## config.mk

```make
export PLATFORM = sky130hd
export DESIGN_NAME = pc_redirect_ctrl
export DESIGN_NICKNAME = d
export VERILOG_FILES = /design/src/rtl/pc_redirect_ctrl.sv
export SDC_FILE = /design/constraint.sdc
export NUM_CORES = 1
export LEC_CHECK = 0
export CAP_MARGIN = 25
export CORE_UTILIZATION = 35
export DETAILED_ROUTE_END_ITERATION = 8
export HOLD_SLACK_MARGIN = 0.06
export PLACE_DENSITY_LB_ADDON = 0.3
export SLEW_MARGIN = 20
export SYNTH_ARGS = -nofsm -noshare
export SYNTH_HDL_FRONTEND = slang
export SYNTH_SLANG_ARGS = --single-unit
```

## constraint.sdc

```tcl
create_clock -name clk -period 1.8 [get_ports clk]
set_input_delay 0.27 -clock clk [delete_from_list [all_inputs] [get_ports clk]]
set_output_delay 0.27 -clock clk [all_outputs]
set_load 0.1 [all_outputs]
```

## src/rtl/pc_redirect_ctrl.sv

```systemverilog
// Purpose: EX-to-fetch control-hazard sequencer; issues PC redirects and wrong-path flush strobes.
// Latency: an event sampled at edge T raises redir_valid/flushes/ex_hold from T+1; all outputs registered.
// Backpressure: redir_valid/redir_pc held stable and ex_hold asserted until redir_ready; optional REDIRECT_PERF_EN adds perf counters.
module pc_redirect_ctrl #(
  parameter int FLUSH_CYCLES = 2
) (
  input  logic        clk,
  input  logic        rst,
  input  logic        ex_valid,
  input  logic [31:0] ex_instr,
  input  logic        ex_pcsel,
  input  logic [31:0] ex_target,
  output logic        redir_valid,
  input  logic        redir_ready,
  output logic [31:0] redir_pc,
  output logic        flush_if_id,
  output logic        flush_id_ex,
  output logic        ex_hold,
  output logic        misalign_err,
  output logic [31:0] perf_branch_taken,
  output logic [31:0] perf_jump
);

  typedef enum logic [1:0] {S_RUN, S_REQ, S_SQUASH} state_t;

  localparam logic [6:0] OP_BRANCH = 7'b1100011;
  localparam logic [6:0] OP_JAL    = 7'b1101111;
  localparam logic [6:0] OP_JALR   = 7'b1100111;
  localparam logic [2:0] CNT_INIT  = 3'(FLUSH_CYCLES - 1);

  state_t      r_state;
  state_t      w_state_nxt;
  logic [2:0]  r_cnt;
  logic [2:0]  w_cnt_nxt;
  logic        r_redir_valid;
  logic [31:0] r_redir_pc;
  logic        r_flush;
  logic        r_hold;
  logic        r_misalign;
  logic        r_is_branch;

  logic [6:0]  w_opcode;
  logic        w_is_branch;
  logic        w_is_jump;
  logic [31:0] w_tgt;
  logic        w_cand;
  logic        w_misalign;
  logic        w_event;
  logic        w_accept;
  logic        w_valid_nxt;
  logic        w_flush_nxt;
  logic        w_hold_nxt;
  logic        w_unused;

  // Decode the EX instruction; only BRANCH/JAL/JALR can redirect, anything else is ignored.
  assign w_opcode    = ex_instr[6:0];
  assign w_is_branch = (w_opcode == OP_BRANCH);
  assign w_is_jump   = (w_opcode == OP_JAL) || (w_opcode == OP_JALR);
  assign w_tgt       = (w_opcode == OP_JALR) ? {ex_target[31:1], 1'b0} : ex_target;
  assign w_cand      = (r_state == S_RUN) && ex_valid && ex_pcsel && (w_is_branch || w_is_jump);
  assign w_misalign  = w_cand && (w_tgt[1:0] != 2'b00);
  assign w_event     = w_cand && !w_misalign;
  assign w_accept    = (r_state == S_REQ) && redir_ready;
  assign w_unused    = &{1'b0, ex_instr[31:7]};

  // Next-state logic: RUN -> REQ on a good event, REQ waits for fetch, SQUASH counts the wrong-path window.
  always_comb begin
    w_state_nxt = r_state;
    w_cnt_nxt   = r_cnt;
    case (r_state)
      S_RUN: begin
        if (w_event) w_state_nxt = S_REQ;
      end
      S_REQ: begin
        if (redir_ready) begin
          if (FLUSH_CYCLES == 1) begin
            w_state_nxt = S_RUN;
          end else begin
            w_state_nxt = S_SQUASH;
            w_cnt_nxt   = CNT_INIT;
          end
        end
      end
      S_SQUASH: begin
        w_cnt_nxt = r_cnt - 3'd1;
        if (w_cnt_nxt == 3'd0) w_state_nxt = S_RUN;
      end
      default: w_state_nxt = S_RUN;
    endcase
  end

  // Output decode of the next state, so every output comes straight from a flop.
  always_comb begin
    w_valid_nxt = (w_state_nxt == S_REQ);
    w_hold_nxt  = (w_state_nxt == S_REQ);
    w_flush_nxt = (w_state_nxt != S_RUN);
  end

  // State and output registers; redir_pc/kind latched only on an event, so they hold through REQ.
  always_ff @(posedge clk) begin
    if (rst) begin
      r_state       <= S_RUN;
      r_cnt         <= 3'd0;
      r_redir_valid <= 1'b0;
      r_redir_pc    <= 32'd0;
      r_flush       <= 1'b0;
      r_hold        <= 1'b0;
      r_misalign    <= 1'b0;
      r_is_branch   <= 1'b0;
    end else begin
      r_state       <= w_state_nxt;
      r_cnt         <= w_cnt_nxt;
      r_redir_valid <= w_valid_nxt;
      r_flush       <= w_flush_nxt;
      r_hold        <= w_hold_nxt;
      r_misalign    <= w_misalign;
      if (w_event) begin
        r_redir_pc  <= w_tgt;
        r_is_branch <= w_is_branch;
      end
    end
  end

  assign redir_valid  = r_redir_valid;
  assign redir_pc     = r_redir_pc;
  assign flush_if_id  = r_flush;
  assign flush_id_ex  = r_flush;
  assign ex_hold      = r_hold;
  assign misalign_err = r_misalign;

`ifdef REDIRECT_PERF_EN
  logic [31:0] r_perf_bt;
  logic [31:0] r_perf_jmp;

  // Saturating counters bumped on the handshake edge, classified by the latched instruction kind.
  always_ff @(posedge clk) begin
    if (rst) begin
      r_perf_bt  <= 32'd0;
      r_perf_jmp <= 32'd0;
    end else if (w_accept) begin
      if (r_is_branch) begin
        if (r_perf_bt != 32'hFFFF_FFFF) r_perf_bt <= r_perf_bt + 32'd1;
      end else begin
        if (r_perf_jmp != 32'hFFFF_FFFF) r_perf_jmp <= r_perf_jmp + 32'd1;
      end
    end
  end

  assign perf_branch_taken = r_perf_bt;
  assign perf_jump         = r_perf_jmp;
`else
  logic w_unused_perf;
  assign w_unused_perf     = &{1'b0, w_accept, r_is_branch};
  assign perf_branch_taken = 32'd0;
  assign perf_jump         = 32'd0;
`endif

endmodule

```

After elaboration in Yosys (flattened, before gate mapping) --
Cells that the tools add are included.
Storage, ports and cells: bits in writable memories 0, latch bits 0, memories kept 0, flip-flop bits (word level) 40, ROM bits 0
Cells by class: magnitude comparators 0, reduce and logical (&&, ||, !) cells 14, shift-type cells 0, add/sub/neg operators 1, divide/modulo/power cells 0, multipliers 0, mux-type cells 7, bitwise logic cells 0, eq/ne operators 7
Operators with widths (count):
- == test 7 bit (second input constant) | 3
- two-way mux 2 bit | 3
- one-hot mux 2 bit (3 select lines) | 1
- one-hot mux 3 bit (2 select lines) | 1
- nonzero test 2 bit | 3
- logical AND 1 bit | 5
- == test 2 x 1 -> 1 bit (second input constant) | 2
- logical NOT 3 bit | 1
- two-way mux 3 bit | 1
- subtractor 3 x 1 -> 3 bit (second input constant) | 1
- == test 2 bit (second input constant) | 1
- logical NOT 2 bit | 1
- logical OR 1 bit | 2
- inequality test 2 bit (second input constant) | 1
- AND reduction 2 bit | 1
- logical NOT 1 bit | 1
- two-way mux 1 bit | 1

Logic depth before layout (Yosys ltp) --
Gate-level depths: netlist of run 1.
depth after elaboration 10, mapped depth 6

Worst setup path after synthesis of run 1 --
Ideal clock, no wire load.
path type reg2out, start point reg r_flush (netlist: flush_id_ex), end point out flush_if_id, stages on the path, launching flop included 2, arrival 1.356 ns, slack 0.174 ns, cells stage by stage dfxtp_1 > buf_4
RTL lines:
- start, declared | line 37 | logic r_flush;
- start signal, assigned | line 114 | r_flush <= w_flush_nxt;
- end, declared | line 16 | output logic flush_if_id,
No word-level cell between the ends.

Worst setup path after layout of run 1 --
start point in ex_instr[2], end point reg r_redir_pc[17] (netlist: redir_pc[17])
On the way: cells in the longest elaborated chain, start to end 7, elaborated cells on any way between the ends 11, classes of those cells eq/ne (3); mux (1); reduce/logical (7)
Ends and longest elaborated chain:
- start, declared | line 10 | input logic [31:0] ex_instr,
- == test 7 bit (on tied branches) | line 58, 59
- logical OR 1 bit | line 58 | assign w_is_jump = (w_opcode == OP_JAL) || (w_opcode == OP_JALR);
- logical OR 1 bit | line 60 | assign w_cand = (r_state == S_RUN) && ex_valid && ex_pcsel && (w_is_branch || w_is_jump);
- logical AND 1 bit | line 60
- logical AND 1 bit | line 61 | assign w_misalign = w_cand && (w_tgt[1:0] != 2'b00);
- logical NOT 1 bit | line 62 | assign w_event = w_cand && !w_misalign;
- logical AND 1 bit * | line 62
- end signal, assigned | line 118 | r_redir_pc <= w_tgt;
- end, declared | line 36 | logic [31:0] r_redir_pc;
Every way passes the cells marked *; elsewhere a longest branch is shown, timed or not. A chain may end at the register's enable or synchronous reset.

==> impl_metrics.py, run 1 <==
metrics = {
    "run_status": {
        "status": "completed",
    },
    "setup_path": {
        "worstSetupPathType": "in -> reg",
        "worstReg2RegEnd": "redir_pc[17]",
        "required_ns": 2.01,
        "critPathLaunchType": "input pin",
        "crit_arrival_ns": 1.86,
        "cp-end-kind": "flop",
        "worst_r2r_path_depth": 5,
        "r2r_slack_ns": 0.23,
        "r2r_start": "r_state[1]",
        "crit_fanout": 18,
    },
    "synth": {
        "synth.area.top_cells": "dfxtp_1, buf_4, nand2b_1",
        "synth_edf_count": 0,
        "synth.top_cell.area_share_pct": 34.7,
        "async_flop_share_pct": 0,
        "syn-cell-area_um2": 2300,
        "synth_simple_gate_area_share_pct": 21.3,
        "ys.flop_type": "dfxtp_1",
        "ys_seq_area_share_pct": 34.7,
        "synth_top_family_by_area": "buffers and inverters",
        "ys_ff_latch": 40,
        "netlist_instances": 243,
        "synth_cell_type_count": 30,
        "synth_warnings": 0,
        "post_synth.cell_area_avg_um2": 9.48,
        "synth_area_leader_cell": "dfxtp_1",
        "yosys.area_share.adder_pct": 1.52,
        "synth_compound_area_share_pct": 3.20,
        "synthXorXnorAreaFrac_pct": 0.760,
        "synthMuxAreaShare_pct": 13.0,
    },
    "power": {
        "powerDensity_nw_per_um2": 776,
        "clock_power_share_pct": 28.0,
        "switching_share_pct": 40.8,
        "switching_power_mw": 0.928,
        "ir_drop_mv": 0.401,
        "share_comb_of_total_power_pct": 33.1,
        "p_leak_nw": 1.23,
        "internal_power_mw": 1.35,
        "pwr-share-seq_pct": 39.0,
    },
    "grt": {
        "first_global_vias": 1390,
        "antenna_found_initial": 0,
        "grt_use_total_pct": 11.5,
        "grt_overflow": 0,
        "grt_start_max_net_pins": 71,
        "grt_pass1_wl_mm": 6.49,
    },
    "clock_tree": {
        "cts_made_buffers": 5,
        "clk_latency_ns": 0.28,
        "cts_tree": "built",
        "cts.sinks": 40,
        "ctsLongestPathBuffers": 2,
        "cts.clk_slew.worst_paths_ns": 0.08,
        "cts_resized": 0,
        "holdBufCountCts": 0,
        "clockRootBuffer": "clkbuf_8",
        "post_cts_buffers": 0,
        "htreeDepth": 2,
    },
    "detailed_routing": {
        "drtAntennaViolNets": 0,
        "dr.pass1.iters": 4,
        "first_iter_violations": 45,
        "drc": 0,
        "vias": 1609,
        "detail_route.wl_per_cell_um": 9.97,
        "drt-total-wl_mm": 3.96,
        "viasPerCell": 4.05,
    },
    "job": {
        "max_cap_violations": 0,
    },
    "final_layout": {
        "drive_gt1_share_pct": 16.3,
        "n_antenna_cell": 0,
        "n_fill_cell": 641,
        "area_delta_synth_final_pct": 27.1,
        "nets": 391,
    },
    "floorplanning": {
        "start_util_pct": 36.3,
        "die-area_um2": 6910,
        "coreArea_um2": 6350,
        "die_w_um": 83.1,
        "rows": 29,
        "dieHeight_um": 83.1,
        "io_pins": 170,
    },
    "worst_hold_path": {
        "hp-start": "rst",
        "min_path_cells": 3,
        "worstHoldPathType": "in -> reg",
        "hold_end": "r_cnt[0]",
    },
    "place": {
        "hpwl_mm": 2.92,
        "io_buffer_count": 80,
        "place_congestion": 0.673,
    },
    "timing": {
        "rsz0062_at_grt": "no",
        "whs_ns": 0.412,
        "skew_ns": 0.00784,
        "final.setup.tns_ns": 0,
        "drv_slew": 0,
        "setup_violations": 0,
        "hold_viol": 0,
        "fin_crit_ns": 1.65,
        "fin_crit_sh_pct": 91.8,
        "fmax_ghz": 0.605,
    },
}
-- per-stage QoR --
step                area, um^2  total power [mW]  util (%)  setup WS (ns)  std cells
floorplan                 2540              1.66         -          0.174        306
global placement          2830              1.66      44.6         -0.121        390
detailed placement        2830              1.66      44.6         -0.150        390
CTS                       2930              2.31      46.1          0.145        397
global route              2930              2.37      46.1         0.0776        397
finish                    2930              2.27      46.1          0.147        397
-- how the worst max path moves through the flow --
| stage | slack, ns | depth (start not counted) | endpoint | from |
|---|---|---|---|---|
| 2_1_floorplan | 0.17 | 1 | flush_if_id | flush_id_ex |
| 3_3_place_gp | -0.12 | 6 | redir_pc[23] | ex_instr[2] |
| 3_5_place_dp | -0.15 | 6 | redir_pc[17] | ex_instr[2] |
| 4_1_cts | 0.15 | 6 | redir_pc[17] | ex_instr[2] |
| 5_1_grt | 0.08 | 6 | redir_pc[14] | ex_instr[2] |
| 6_report | 0.15 | 6 | redir_pc[17] | ex_instr[2] |
-- worst max-delay path: stages --
cell and delay, ns:
clkdlybuf4s50_1 0.47, inv_1 0.06, maj3_1 0.39, nor3_4 0.24, buf_12 0.22, mux2i_1 0.20
-- logic make-up after synthesis --
family	Yosys count
buf+inv	80
simple gates	75
flops	40
mux	30
compound gates	12
fa+ha+maj	3
xor+xnor	2
other cells	1
-- state kept, by name (all words and copies together) (netlist names) --
| register | count |
|---|---|
| flush_id_ex | 1 |
| r_cnt | 3 |
| misalign_err | 1 |
| r_state | 2 |
| redir_pc | 32 |
| ex_hold | 1 |
-- layout make-up --
type                       instances  area, um^2  area share (%)
sequential                        40         801            27.3
clock buffer                       7        96.3            3.29
inverter                           4        15.0           0.512
timing repair buffer              83         763            26.0
multi-input combinational        186        1160            39.5
tap                               77        96.3            3.29
-- cells in the mapped netlist, drive strengths merged, types with 2 or more instances --
master / n
a21oi: 6
buf: 69
clkbuf: 7
dfxtp: 40
ha: 2
inv: 4
mux2i: 30
nand2: 2
nand2b: 60
nor3: 2
nor3b: 3
or3: 2
xnor2: 2
-- placed cells by master (no fill, tap or decap) --
master	synthesis	final
a31o_2	1	1
dfxtp_1	40	40
nor3b_2	1	1
nand2b_1	60	60
inv_1	4	4
or2b_1	1	1
nor2b_1	1	1
a21oi_1	6	6
nor3_4	1	1
mux2i_1	30	30
xnor2_1	2	2
a211oi_1	1	1
and4b_1	1	1
a2111oi_0	1	1
nand2_1	2	2
a31oi_1	1	1
conb_1	1	64
clkdlybuf4s50_1	0	42
nor3_1	1	1
a21boi_0	1	1
nand3b_1	1	1
nand4_2	1	1
or3_1	2	2
buf_2	0	1
buf_4	66	37
o21ai_0	1	1
ha_1	2	2
maj3_1	1	1
nor3b_1	2	2
clkbuf_8	0	7
nor2_1	1	1
buf_12	0	3
-- power groups by stage --
stage | Sequential [mW] | Clock, mW | Combinational [mW]
floorplan | 0.914 | 0 | 0.745
global placement | 0.907 | 0 | 0.749
detailed placement | 0.907 | 0 | 0.752
CTS | 0.886 | 0.674 | 0.752
global route | 0.886 | 0.711 | 0.773
finish | 0.886 | 0.636 | 0.752
-- routing by layer --
metal  up-vias  track usage [%]  part of all wire [%]
met5         -                0                     0
met4         0             4.23                   1.0
met3         5             3.48                   7.1
met2        71             19.6                    49
met1       732             13.5                    42
li1        801                -                     -
Power figures use the tool's default switching activity.
==> run 2, diff against run 1 <==
--- a/constraint.sdc
+++ b/constraint.sdc
@@ -3,2 +3,2 @@
 set_output_delay 0.27 -clock clk [all_outputs]
-set_load 0.1 [all_outputs]
+set_load 0.01 [all_outputs]
==> impl_metrics.py, run 2 (synthesis results as in run 1) <==
metrics = {
    "worst_hold_path": {
        "worstHoldPathType": "in -> reg",
        "min_path_cells": 3,
        "hold_end": "r_cnt[0]",
        "hp-start": "rst",
    },
    "detailed_routing": {
        "detail_route.wl_per_cell_um": 9.75,
        "drt-total-wl_mm": 3.88,
        "drtAntennaViolNets": 0,
        "drc": 0,
        "vias": 1602,
        "viasPerCell": 4.03,
        "dr.pass1.iters": 3,
        "first_iter_violations": 40,
    },
    "grt": {
        "grt_pass1_wl_mm": 6.71,
        "grt_use_total_pct": 11.8,
        "grt_overflow": 0,
        "first_global_vias": 1493,
        "grt_start_max_net_pins": 71,
        "antenna_found_initial": 0,
    },
    "clock_tree": {
        "clockRootBuffer": "clkbuf_8",
        "cts.sinks": 40,
        "ctsLongestPathBuffers": 2,
        "post_cts_buffers": 0,
        "cts_tree": "built",
        "clk_latency_ns": 0.28,
        "cts_made_buffers": 5,
        "cts_resized": 0,
        "cts.clk_slew.worst_paths_ns": 0.07,
        "holdBufCountCts": 0,
        "htreeDepth": 2,
    },
    "final_layout": {
        "n_antenna_cell": 0,
        "drive_gt1_share_pct": 4.36,
        "layout_commonest_cell": "clkdlybuf4s50_1",
        "nets": 391,
        "largest_register_ffs": 32,
        "area_delta_synth_final_pct": 30.9,
        "finish.utilization_pct": 47.5,
        "stdcell_area_um2": 3020,
        "layout_common_cells": "clkdlybuf4s50_1, conb_1, nand2b_1, dfxtp_1, mux2i_1",
        "post_layout_nonfiller_instances": 398,
    },
    "setup_path": {
        "worst_r2r_path_depth": 5,
        "crit_arrival_ns": 1.86,
        "worstReg2RegEnd": "redir_pc[13]",
        "critPathTopFamily": "buffers and inverters",
        "cp-end-kind": "flop",
        "r2r_start": "r_state[1]",
        "max_stage_delay_ns": 0.48,
        "critPathLaunchType": "input pin",
        "cp_cell_sequence": "clkdlybuf4s50_1 -> inv_1 -> maj3_1 -> nor3_4 -> buf_12 -> mux2i_1",
        "crit_fanout": 17,
        "crit_cells": 6,
        "cp_num_buf_inv": 3,
        "worstSetupPathType": "in -> reg",
        "cp_slowest_cell": "clkdlybuf4s50_1",
        "required_ns": 2.01,
        "r2r_slack_ns": 0.23,
    },
    "timing": {
        "fin_crit_sh_pct": 91.6,
        "rsz0062_at_grt": "no",
        "whs_ns": 0.431,
        "drv_slew": 0,
        "final.setup.tns_ns": 0,
        "setup_violations": 0,
        "fin_crit_ns": 1.65,
        "worst_slack_ns": 0.151,
        "skew_ns": 0.00282,
        "fmax_ghz": 0.607,
        "hold_viol": 0,
    },
    "place": {
        "placement.cell_area_um2": 2930,
        "place_congestion": 0.717,
        "hpwl_mm": 2.80,
        "place_ws_ns": -0.176,
        "io_buffer_count": 80,
        "dp.cells": 390,
    },
    "floorplanning": {
        "rows": 29,
        "start_util_pct": 36.3,
        "io_pins": 170,
        "die-area_um2": 6910,
        "dieHeight_um": 83.1,
        "coreArea_um2": 6350,
        "die_w_um": 83.1,
    },
    "run_status": {
        "status": "completed",
    },
    "power": {
        "ir_drop_mv": 0.248,
        "totalPowerFinal_mw": 1.71,
        "powerDensity_nw_per_um2": 567,
        "p_leak_nw": 1.15,
    },
    "job": {
        "max_cap_violations": 0,
    },
}
[run 2: cell count changes in the layout (fill, tap and decap cells not counted), sizes merged]
cell / change
clkbuf: +1
clkdlybuf4s50: +37
buf: -37
[run 2: report_power, final]
group	internal (mW)	leakage, nW	switching [mW]
logic	0.120	0.779	0.107
clock network	0.313	0.0455	0.286
registers	0.885	0.322	0.000649
total	1.32	1.15	0.394
[run 2: per-layer routing]
metal | part of all wire [%] | GRT usage [%] | up-vias
li1 | - | - | 803
met5 | 0 | 0 | -
met3 | 7.0 | 3.38 | 5
met4 | 1.2 | 4.23 | 0
met1 | 43 | 13.6 | 724
met2 | 49 | 20.6 | 70
[run 2: worst max path at each step]
| stage | end | startpoint |
|---|---|---|
| floorplan | redir_pc[10] | r_state[1] |
| global placement | redir_pc[25] | ex_instr[2] |
| detailed placement | redir_pc[13] | ex_instr[2] |
| CTS | redir_pc[13] | ex_instr[2] |
| global route | redir_pc[15] | ex_instr[2] |
| finish | redir_pc[13] | ex_instr[2] |
[run 2: final cells by class]
cell class,count,area [um^2]
fill,625,3330
tap,77,96.3
sequential,40,801
inverter,4,15.0
timing repair buffer,83,856
multi-input combinational,186,1160
clock buffer,8,90.1
[run 2: worst register-to-register path, stage by stage, from the launching register on]
cell and delay, ns:
dfxtp_1 0.36, nor3b_2 0.23, nand4_2 0.18, nor3_4 0.31, buf_12 0.21, mux2i_1 0.21
==> run 3, diff against run 2 <==
Settings changed: ABC_AREA set to 1.
==> impl_metrics.py, run 3 <==
metrics = {
    "clock_tree": {
        "cts_resized": 0,
        "cts.clk_slew.worst_paths_ns": 0.08,
        "htreeDepth": 2,
        "post_cts_buffers": 0,
        "cts.sinks": 40,
        "holdBufCountCts": 0,
        "cts_made_buffers": 5,
        "cts_tree": "built",
        "clockRootBuffer": "clkbuf_8",
        "clk_latency_ns": 0.28,
        "ctsLongestPathBuffers": 2,
    },
    "floorplanning": {
        "coreArea_um2": 6350,
        "start_util_pct": 36.4,
        "die-area_um2": 6930,
        "io_pins": 170,
        "dieHeight_um": 83.2,
        "die_w_um": 83.2,
        "rows": 29,
    },
    "setup_path": {
        "crit_fanout": 14,
        "max_stage_delay_ns": 0.46,
        "cp_slowest_cell": "clkdlybuf4s50_1",
        "cp_cell_sequence": "clkdlybuf4s50_1 -> nand2_1 -> nor2_1 -> inv_1 -> nor2_2 -> buf_4 -> nand4_1 -> nand2_1 -> nor2_1",
        "r2r_slack_ns": 0.44,
        "worst_r2r_path_depth": 9,
        "worstSetupPathType": "in -> reg",
        "r2r_start": "r_state[1]",
        "critPathLaunchType": "input pin",
        "worstReg2RegEnd": "redir_pc[26]",
        "crit_arrival_ns": 1.67,
        "required_ns": 1.98,
        "cp-end-kind": "flop",
    },
    "detailed_routing": {
        "drc": 0,
        "vias": 2015,
        "drtAntennaViolNets": 0,
        "dr.pass1.iters": 4,
        "detail_route.wl_per_cell_um": 10.1,
        "first_iter_violations": 73,
        "viasPerCell": 4.12,
        "drt-total-wl_mm": 4.93,
    },
    "synth": {
        "syn-cell-area_um2": 2310,
        "synth_warnings": 0,
        "post_synth.cell_area_avg_um2": 6.98,
        "ys_ff_latch": 40,
        "synth_area_leader_cell": "dfxtp_1",
        "async_flop_share_pct": 0,
        "netlist_instances": 331,
        "synth_cell_type_count": 26,
        "synth.most_common_cell": "buf_4",
        "synthTopCellsByCount": "buf_4, nor2_1, nand2_1",
        "ys_seq_area_share_pct": 34.7,
        "ys.flop_type": "dfxtp_1",
        "synth.area.top_cells": "dfxtp_1, buf_4, nor2_1",
        "synth_edf_count": 0,
        "synth.top_cell.area_share_pct": 34.7,
    },
    "timing": {
        "drv_slew": 0,
        "hold_viol": 0,
        "skew_ns": 0.00267,
        "fin_crit_sh_pct": 82.6,
        "fin_crit_ns": 1.49,
        "final.setup.tns_ns": 0,
        "fmax_ghz": 0.673,
        "rsz0062_at_grt": "no",
        "setup_violations": 0,
    },
    "power": {
        "clock_power_share_pct": 40.0,
        "powerDensity_nw_per_um2": 644,
        "internal_power_mw": 1.52,
        "ir_drop_mv": 0.346,
        "switching_share_pct": 24.0,
        "p_leak_nw": 1.47,
        "pwr-share-seq_pct": 45.3,
        "share_comb_of_total_power_pct": 14.7,
        "switching_power_mw": 0.477,
    },
    "grt": {
        "grt_pass1_wl_mm": 8.02,
        "antenna_found_initial": 0,
        "first_global_vias": 1778,
        "grt_use_total_pct": 14.1,
        "grt_overflow": 0,
        "grt_start_max_net_pins": 24,
    },
    "final_layout": {
        "n_antenna_cell": 0,
        "multi_input_area_um2": 995,
        "layout_common_cells": "clkdlybuf4s50_1, nor2_1, conb_1, nand2_1, inv_1",
        "stdcell_area_um2": 3100,
        "nets": 482,
        "drive_gt1_share_pct": 6.55,
        "layout_commonest_cell": "clkdlybuf4s50_1",
        "n_fill_cell": 632,
        "regArea_um2": 801,
        "largest_register_ffs": 32,
        "area_delta_synth_final_pct": 34.0,
        "post_layout_nonfiller_instances": 489,
    },
    "worst_hold_path": {
        "min_path_cells": 2,
        "hp-start": "redir_pc[0]",
        "worstHoldPathType": "reg -> reg",
        "hold_end": "redir_pc[0]",
    },
    "place": {
        "placement.cell_area_um2": 2970,
        "dp.cells": 481,
        "hpwl_mm": 3.71,
        "io_buffer_count": 80,
        "place_congestion": 0.748,
    },
    "job": {
        "max_cap_violations": 0,
    },
    "run_status": {
        "status": "completed",
    },
}
run 3: layout make-up:
class	count	share of cell area, %
multi-input combinational	228	32.1
sequential	40	25.9
clock buffer	7	3.11
clock inverter	1	0.970
tap	77	3.11
timing repair buffer	91	29.3
inverter	45	5.46
run 3: worst max path at each step:
stage / slack (ns) / end / start
2_1_floorplan: 0.60 / flush_id_ex / r_cnt[0]
3_3_place_gp: 0.006 / redir_pc[24] / ex_instr[0]
3_5_place_dp: -0.007 / redir_pc[22] / ex_instr[0]
4_1_cts: 0.30 / redir_pc[22] / ex_instr[0]
5_1_grt: 0.15 / redir_pc[26] / ex_instr[0]
6_report: 0.31 / redir_pc[26] / ex_instr[0]
run 3: per-layer routing:
metal / track usage [%] / part of all wire, % / routed length [um]
met1: 16.7 / 44 / 2160
met2: 24.7 / 48 / 2380
met3: 3.98 / 7.1 / 349
met4: 4.23 / 1.0 / 50
met5: 0 / 0 / 0
run 3: metrics by stage:
step           setup WS (ns)  hold slack [ns]  util [%]  power [mW]
2_1_floorplan          0.604            0.339         -        1.19
3_3_place_gp         0.00649            0.430      46.8        1.21
3_5_place_dp        -0.00706            0.439      46.8        1.21
4_1_cts                0.302            0.458      48.7        2.02
5_1_grt                0.147            0.482      48.7        2.10
6_report               0.313            0.454      48.7        1.99
run 3: critical path: cells and delay by family:
| family | cells | cell delay (ns) |
|---|---|---|
| buffers and inverters | 3 | 0.77 |
| AND/OR/NAND/NOR | 6 | 0.63 |
run 3: power groups by stage:
stage / logic, mW / clock network [mW] / registers [mW]
after CTS: 0.294 / 0.823 / 0.902
after floorplan: 0.262 / 0 / 0.923
after global placement: 0.290 / 0 / 0.922
after detailed placement: 0.292 / 0 / 0.923
final: 0.294 / 0.797 / 0.902
after global routing: 0.327 / 0.866 / 0.903
run 3: logic make-up after synthesis:
group	synth area share [%]
DFF	34.7
AOI/OAI and AO/OA	1.19
other	0.162
and+or+nand+nor	30.4
adders and majority gates	1.08
buffers and inverters	32.5
